--- src/rtl/pwm_pkg.sv ---
// Shared constants and helpers for the multi-channel PWM block.
// Holds alignment-mode encodings, counter direction and the duty-bus slicing helper.
package pwm_pkg;

    localparam logic MODE_EDGE   = 1'b0;
    localparam logic MODE_CENTER = 1'b1;

    localparam int DEF_WIDTH    = 8;
    localparam int DEF_CHANNELS = 3;

    typedef enum logic {
        DIR_UP   = 1'b0,
        DIR_DOWN = 1'b1
    } dir_e;

    // LSB position of channel ch inside a packed CHANNELS*width duty bus.
    function automatic int duty_lsb(input int ch, input int width);
        return ch * width;
    endfunction

endpackage

--- src/rtl/pwm_cmp_ch.sv ---
// One PWM channel: active duty register, counter compare, polarity and output flop.
// The duty takes its new value in the same cycle the top signals an update.
module pwm_cmp_ch #(
    parameter int WIDTH = 8
) (
    input  logic             clk,
    input  logic             rst,
    input  logic             en_i,
    input  logic [WIDTH-1:0] cnt_i,
    input  logic             down_i,
    input  logic             apply_i,
    input  logic [WIDTH-1:0] duty_src_i,
    input  logic             polarity_i,
    output logic             pwm_o
);

    logic [WIDTH-1:0] duty_q;
    logic [WIDTH-1:0] duty_eff;
    logic             raw;
    logic             pwm_q;

    // On the descending half the compare is inclusive, so a centre-aligned pulse
    // covers duty clocks on each side of cnt==0 (2*duty in total).
    always_comb begin
        duty_eff = apply_i ? duty_src_i : duty_q;
        raw      = 1'b0;
        if (en_i) begin
            raw = down_i ? (cnt_i <= duty_eff) : (cnt_i < duty_eff);
        end
    end

    always_ff @(posedge clk) begin
        if (rst) begin
            duty_q <= '0;
            pwm_q  <= 1'b0;
        end else begin
            duty_q <= duty_eff;
            pwm_q  <= raw ^ polarity_i;
        end
    end

    assign pwm_o = pwm_q;

endmodule

--- src/rtl/pwm_multi_ch.sv ---
// Multi-channel PWM: one shared up/up-down period counter, double-buffered
// period/duty/mode updates applied at period boundaries, per-channel compare.
module pwm_multi_ch
    import pwm_pkg::*;
#(
    parameter int               WIDTH      = DEF_WIDTH,
    parameter int               CHANNELS   = DEF_CHANNELS,
    parameter logic [WIDTH-1:0] PERIOD_RST = 8'd255
) (
    input  logic                      clk,
    input  logic                      rst,
    input  logic                      en,
    input  logic                      load,
    input  logic [WIDTH-1:0]          period_in,
    input  logic [CHANNELS*WIDTH-1:0] duty_in,
    input  logic                      mode_in,
    input  logic [CHANNELS-1:0]       polarity,
    output logic [CHANNELS-1:0]       pwm_out,
    output logic                      cycle_start
);

    dir_e                      state_q, state_d;
    dir_e                      dir_cur;
    logic [WIDTH-1:0]          cnt_q, cnt_d;
    logic [WIDTH-1:0]          period_q, period_d;
    logic                      mode_q, mode_d;
    logic [WIDTH-1:0]          pend_period_q, pend_period_d;
    logic [CHANNELS*WIDTH-1:0] pend_duty_q, pend_duty_d;
    logic                      pend_mode_q, pend_mode_d;
    logic                      pend_valid_q, pend_valid_d;
    logic                      cycle_start_q;

    logic                      boundary;
    logic                      apply;
    logic [CHANNELS*WIDTH-1:0] duty_src;

    // A load in the boundary cycle bypasses the pending registers; with the
    // counter stopped, anything pending is taken over on the next clock.
    always_comb begin
        boundary      = en && (cnt_q == '0);
        apply         = (load || pend_valid_q) && (boundary || !en);
        duty_src      = load ? duty_in : pend_duty_q;
        period_d      = period_q;
        mode_d        = mode_q;
        if (apply) begin
            period_d = load ? period_in : pend_period_q;
            mode_d   = load ? mode_in : pend_mode_q;
        end
        pend_period_d = load ? period_in : pend_period_q;
        pend_duty_d   = load ? duty_in : pend_duty_q;
        pend_mode_d   = load ? mode_in : pend_mode_q;
        if (apply) begin
            pend_valid_d = 1'b0;
        end else if (load) begin
            pend_valid_d = 1'b1;
        end else begin
            pend_valid_d = pend_valid_q;
        end
    end

    // Counter/direction FSM; runs against the period and mode that govern this cycle.
    always_comb begin
        state_d = state_q;
        cnt_d   = cnt_q;
        dir_cur = (apply && (mode_d != mode_q)) ? DIR_UP : state_q;
        if (!en) begin
            cnt_d   = '0;
            state_d = DIR_UP;
        end else if (mode_d == MODE_EDGE) begin
            state_d = DIR_UP;
            cnt_d   = (cnt_q >= period_d) ? '0 : cnt_q + 1'b1;
        end else begin
            case (dir_cur)
                DIR_UP: begin
                    if (cnt_q >= period_d) begin
                        if (period_d == '0) begin
                            cnt_d   = '0;
                            state_d = DIR_UP;
                        end else begin
                            cnt_d   = cnt_q - 1'b1;
                            state_d = DIR_DOWN;
                        end
                    end else begin
                        cnt_d   = cnt_q + 1'b1;
                        state_d = DIR_UP;
                    end
                end
                DIR_DOWN: begin
                    if (cnt_q <= {{(WIDTH-1){1'b0}}, 1'b1}) begin
                        cnt_d   = '0;
                        state_d = DIR_UP;
                    end else begin
                        cnt_d   = cnt_q - 1'b1;
                        state_d = DIR_DOWN;
                    end
                end
                default: begin
                    cnt_d   = '0;
                    state_d = DIR_UP;
                end
            endcase
        end
    end

    always_ff @(posedge clk) begin
        if (rst) begin
            state_q       <= DIR_UP;
            cnt_q         <= '0;
            period_q      <= PERIOD_RST;
            mode_q        <= MODE_EDGE;
            pend_period_q <= '0;
            pend_duty_q   <= '0;
            pend_mode_q   <= MODE_EDGE;
            pend_valid_q  <= 1'b0;
            cycle_start_q <= 1'b0;
        end else begin
            state_q       <= state_d;
            cnt_q         <= cnt_d;
            period_q      <= period_d;
            mode_q        <= mode_d;
            pend_period_q <= pend_period_d;
            pend_duty_q   <= pend_duty_d;
            pend_mode_q   <= pend_mode_d;
            pend_valid_q  <= pend_valid_d;
            cycle_start_q <= boundary;
        end
    end

    assign cycle_start = cycle_start_q;

    generate
        for (genvar gi = 0; gi < CHANNELS; gi++) begin : g_ch
            pwm_cmp_ch #(
                .WIDTH(WIDTH)
            ) u_ch (
                .clk       (clk),
                .rst       (rst),
                .en_i      (en),
                .cnt_i     (cnt_q),
                .down_i    (state_q == DIR_DOWN),
                .apply_i   (apply),
                .duty_src_i(duty_src[duty_lsb(gi, WIDTH) +: WIDTH]),
                .polarity_i(polarity[gi]),
                .pwm_o     (pwm_out[gi])
            );
        end
    endgenerate

endmodule

--- config.mk ---
export PLATFORM = sky130hd
export DESIGN_NAME = pwm_multi_ch
export DESIGN_NICKNAME = d
export VERILOG_FILES = /design/src/rtl/pwm_pkg.sv /design/src/rtl/pwm_cmp_ch.sv /design/src/rtl/pwm_multi_ch.sv
export SDC_FILE = /design/constraint.sdc
export NUM_CORES = 1
export LEC_CHECK = 0
export BUFFER_PORTS_ARGS = -buffer_cell sky130_fd_sc_hd__buf_2
export CAP_MARGIN = 10
export CORE_ASPECT_RATIO = 1.1
export CORE_MARGIN = 2
export CORE_UTILIZATION = 53
export DETAILED_ROUTE_END_ITERATION = 16
export PLACE_DENSITY_LB_ADDON = 0.1
export SYNTH_ARGS = -nofsm -noshare
export SYNTH_HDL_FRONTEND = slang
export SYNTH_SLANG_ARGS = --single-unit
--- constraint.sdc ---
create_clock -name clk -period 3.95 [get_ports clk]
set_input_delay 0.5925 -clock clk [delete_from_list [all_inputs] [get_ports clk]]
set_output_delay 0.5925 -clock clk [all_outputs]
set_load 0.01 [all_outputs]
==> flow_summary.ini <==
[outcome]
outcome = finished, final reports clean

[final_layout]
seqCellArea_mm2 = 0.00160
multi_input_area_mm2 = 0.00229
nFillCells = 654
stdcell_area_mm2 = 0.00460
antenna_cells = 0
drive_gt1_share_pct = 17.5
syn_to_final_growth_pct = 14.0
fin_nets = 579

[clock_network]
clock_sinks = 80
insertion_delay_ns = 0.37
clk_pin_slew_ns = 0.10
clockBufferDepth = 2
ctsHoldBuffers = 0
ctsRootBufferMaster = clkbuf_8
cts_tree = built
cts_buffers = 9
h-tree-depth = 3

[floorplanning]
start_util_pct = 54.3
ioPinCount = 44
die_area_mm2 = 0.00833
coreArea_mm2 = 0.00743
die_h_um = 95.5
fp.dieW_um = 87.2
rows = 33

[placement]
io_buffers = 43
gp_congestion = 0.920
dp_hpwl_um = 6050
placed_area_mm2 = 0.00437

[pwr]
power_density_mw_per_mm2 = 380
p_leak_uw = 0.00208
irDropWorstVdd_v = 0.000169

[synthesis]
synth_seq_cells = 80
synth_ff_type = dfxtp_1
async_flop_share_pct = 0
ys_seq_area_share_pct = 39.7
synthCells = 463
postSynthAreaPerCell_um2 = 8.72
synth_top_area_share_pct = 39.7
syn_nets = 538
yosysTopAreaCell = dfxtp_1
yosysUniqueCellTypes = 53
ys_warn_count = 0
synth_area_mm2 = 0.00404
synth_area_leaders = dfxtp_1, ha_1, mux2i_1, nor2_1, nand2_1
synth_edf_count = 0

[critical_path]
cp-start-kind = flop
end_kind = flop
cp_data_arrival_time_ns = 3.97
path_cells = inv_2 -> ha_2 -> or3b_1 -> a211oi_4 -> buf_12 -> nor2_1 -> a21oi_1 -> ha_1 -> nand2b_1 -> a211oi_1 -> nor3_1 -> buf_4 -> nor4b_2 -> buf_4 -> a41o_1 -> a31oi_1 -> a21oi_1
cp_slowest_cell = or3b_1
critPathRequiredTime_ns = 4.24
slowest_delay_ns = 0.42
critPathKind = reg2reg
cp_max_fo = 22
crit_family = compound AO/OA/AOI/OAI gates
cp_num_buf_inv = 4

[timing]
rsz0062_at_grt = no
clock.fmax_ghz = 0.272
worst_slew_pin_slew_ns = 0.689
fin_tns_setup_ns = 0
slew_viol_final = 0
final_hold_viol_count = 0
setup_viol = 0
slew_headroom_pct = 54.1
period_needed_ns = 3.68
post-route-period-util_pct = 93.1
skew_ns = 0.0151

[routing]
wl_um = 9040
vias = 3293
drc = 0
ant_nets = 0
drt-initial-drc-count = 162
wire_per_inst_um = 15.2
dr.pass1.iters = 4
vias_per_cell = 5.53

[global_routing]
grt_max_degree = 70
grt_pass1_wl_um = 14400
grt_usage_pct = 22.4
grt_pass1_vias = 3066
grt-ovfl-total = 0
antenna_found_initial = 0

[run]
drv_cap = 0

[min_path]
hold_class = in2reg
==> per-stage QoR <==
stage	hold WS (ns)	setup slack, ns	utilization, %	std cells	total power (uW)
6_report	0.465	0.274	62.0	596	1750
5_1_grt	0.474	0.0354	62.0	596	1840
4_1_cts	0.458	0.0864	61.4	594	1760
3_5_place_dp	0.476	0.0908	58.8	578	1180
3_3_place_gp	0.468	0.298	58.8	578	1170
2_1_floorplan	0.456	0.00270	-	463	1100
==> worst reg2reg max path, delay by kind of cell (launching register included) <==
kind | cells | cell delay, ns
flops | 1 | 0.37
simple gates | 5 | 0.93
compound gates | 6 | 1.12
fa+ha+maj | 2 | 0.50
buf+inv | 4 | 0.68
==> final cells by class <==
| class | instances | share of cell area (%) |
|---|---|---|
| timing repair buffer | 59 | 8.48 |
| clock inverter | 6 | 1.09 |
| sequential | 80 | 34.8 |
| tap | 87 | 2.36 |
| multi-input combinational | 346 | 49.6 |
| inverter | 8 | 0.652 |
| clock buffer | 10 | 2.99 |
==> cells in the mapped netlist, types with 3 or more instances <==
library cell	count
buf_4	4
o21ai_0	22
a21oi_1	17
nand4_1	7
a31oi_1	4
nor2b_1	9
mux2i_1	33
ha_1	35
nand3_1	5
o21a_1	5
buf_2	6
dfxtp_1	80
o21ai_1	18
nor4_1	5
clkbuf_1	15
and3_1	3
inv_1	8
nand2b_1	12
and2_1	3
buf_1	3
nor2_1	75
nor3_1	16
or3_1	5
nand2_1	36
==> final timing paths <==
check	from	to	slack (ns)	cells after the start
worst min register to register	pend_duty_q[21]	pend_duty_q[21]	0.49	2
worst min-delay path	polarity[1]	g_ch[1].u_ch.pwm_o	0.46	3
worst max register to register	cnt_q[0]	cnt_q[7]	0.27	17
worst max-delay path	cnt_q[0]	cnt_q[7]	0.27	17
==> metal layers <==
| metal | track usage (%) | up-vias | wire, um |
|---|---|---|---|
| met3 | 4.50 | 15 | 344 |
| met2 | 36.6 | 59 | 4180 |
| met1 | 29.2 | 1514 | 4370 |
| met5 | 0 | - | 0 |
| met4 | 8.46 | 0 | 148 |
| li1 | - | 1705 | - |
==> where the power goes <==
group          leakage [uW]  internal (uW)  total (uW)  switching, uW
Sequential         0.000660            860         877           17.2
Combinational       0.00133            129         297            168
Clock             0.0000895            252         578            326
==> flip-flops by register name, summed over array words and instances, names as in the netlist, 3 cells and up <==
name and count:
period_q 8, pend_period_q 8, g_ch.u_ch.pwm_o 3, cnt_q 8, g_ch.u_ch.duty_q 24, pend_duty_q 24
==> logic make-up (layout without fill, tap and decap cells) <==
logic type                 count (synthesis)  count (layout)  share of synthesized area, %
muxes                                     34              34                          8.46
DFF                                       80              80                          39.7
xor gates and xnor gates                   4               4                         0.868
buffers and inverters                     37              83                          4.18
AOI/OAI and AO/OA                         86              86                          13.8
and+or+nand+nor                          187             187                          22.2
adders and majority gates                 35              35                          10.8
==> timing repair <==
item                                    in CTS  in global routing
gates resized for setup                      0                  4
endpoints found under the setup margin       0                  5
buffers inserted                             0                  1
==> cells in the final DEF (no fill, tap or decap), types with 3 or more instances in the layout <==
cell type  instances
nand2b_1          12
nand4_1            7
a31oi_1            4
ha_1              34
buf_12             3
nand2_1           36
and2_1             3
inv_1              7
clkbuf_8          10
or3_1              5
nor2b_1            9
a21oi_1           17
and3_1             3
o21ai_0           22
mux2i_1           33
nor3_1            16
o21a_1             5
buf_2             43
nand3_1            5
buf_4             12
dfxtp_1           80
nor4_1             5
o21ai_1           18
nor2_1            74
Note: power is estimated with default switching activity, not from simulation.
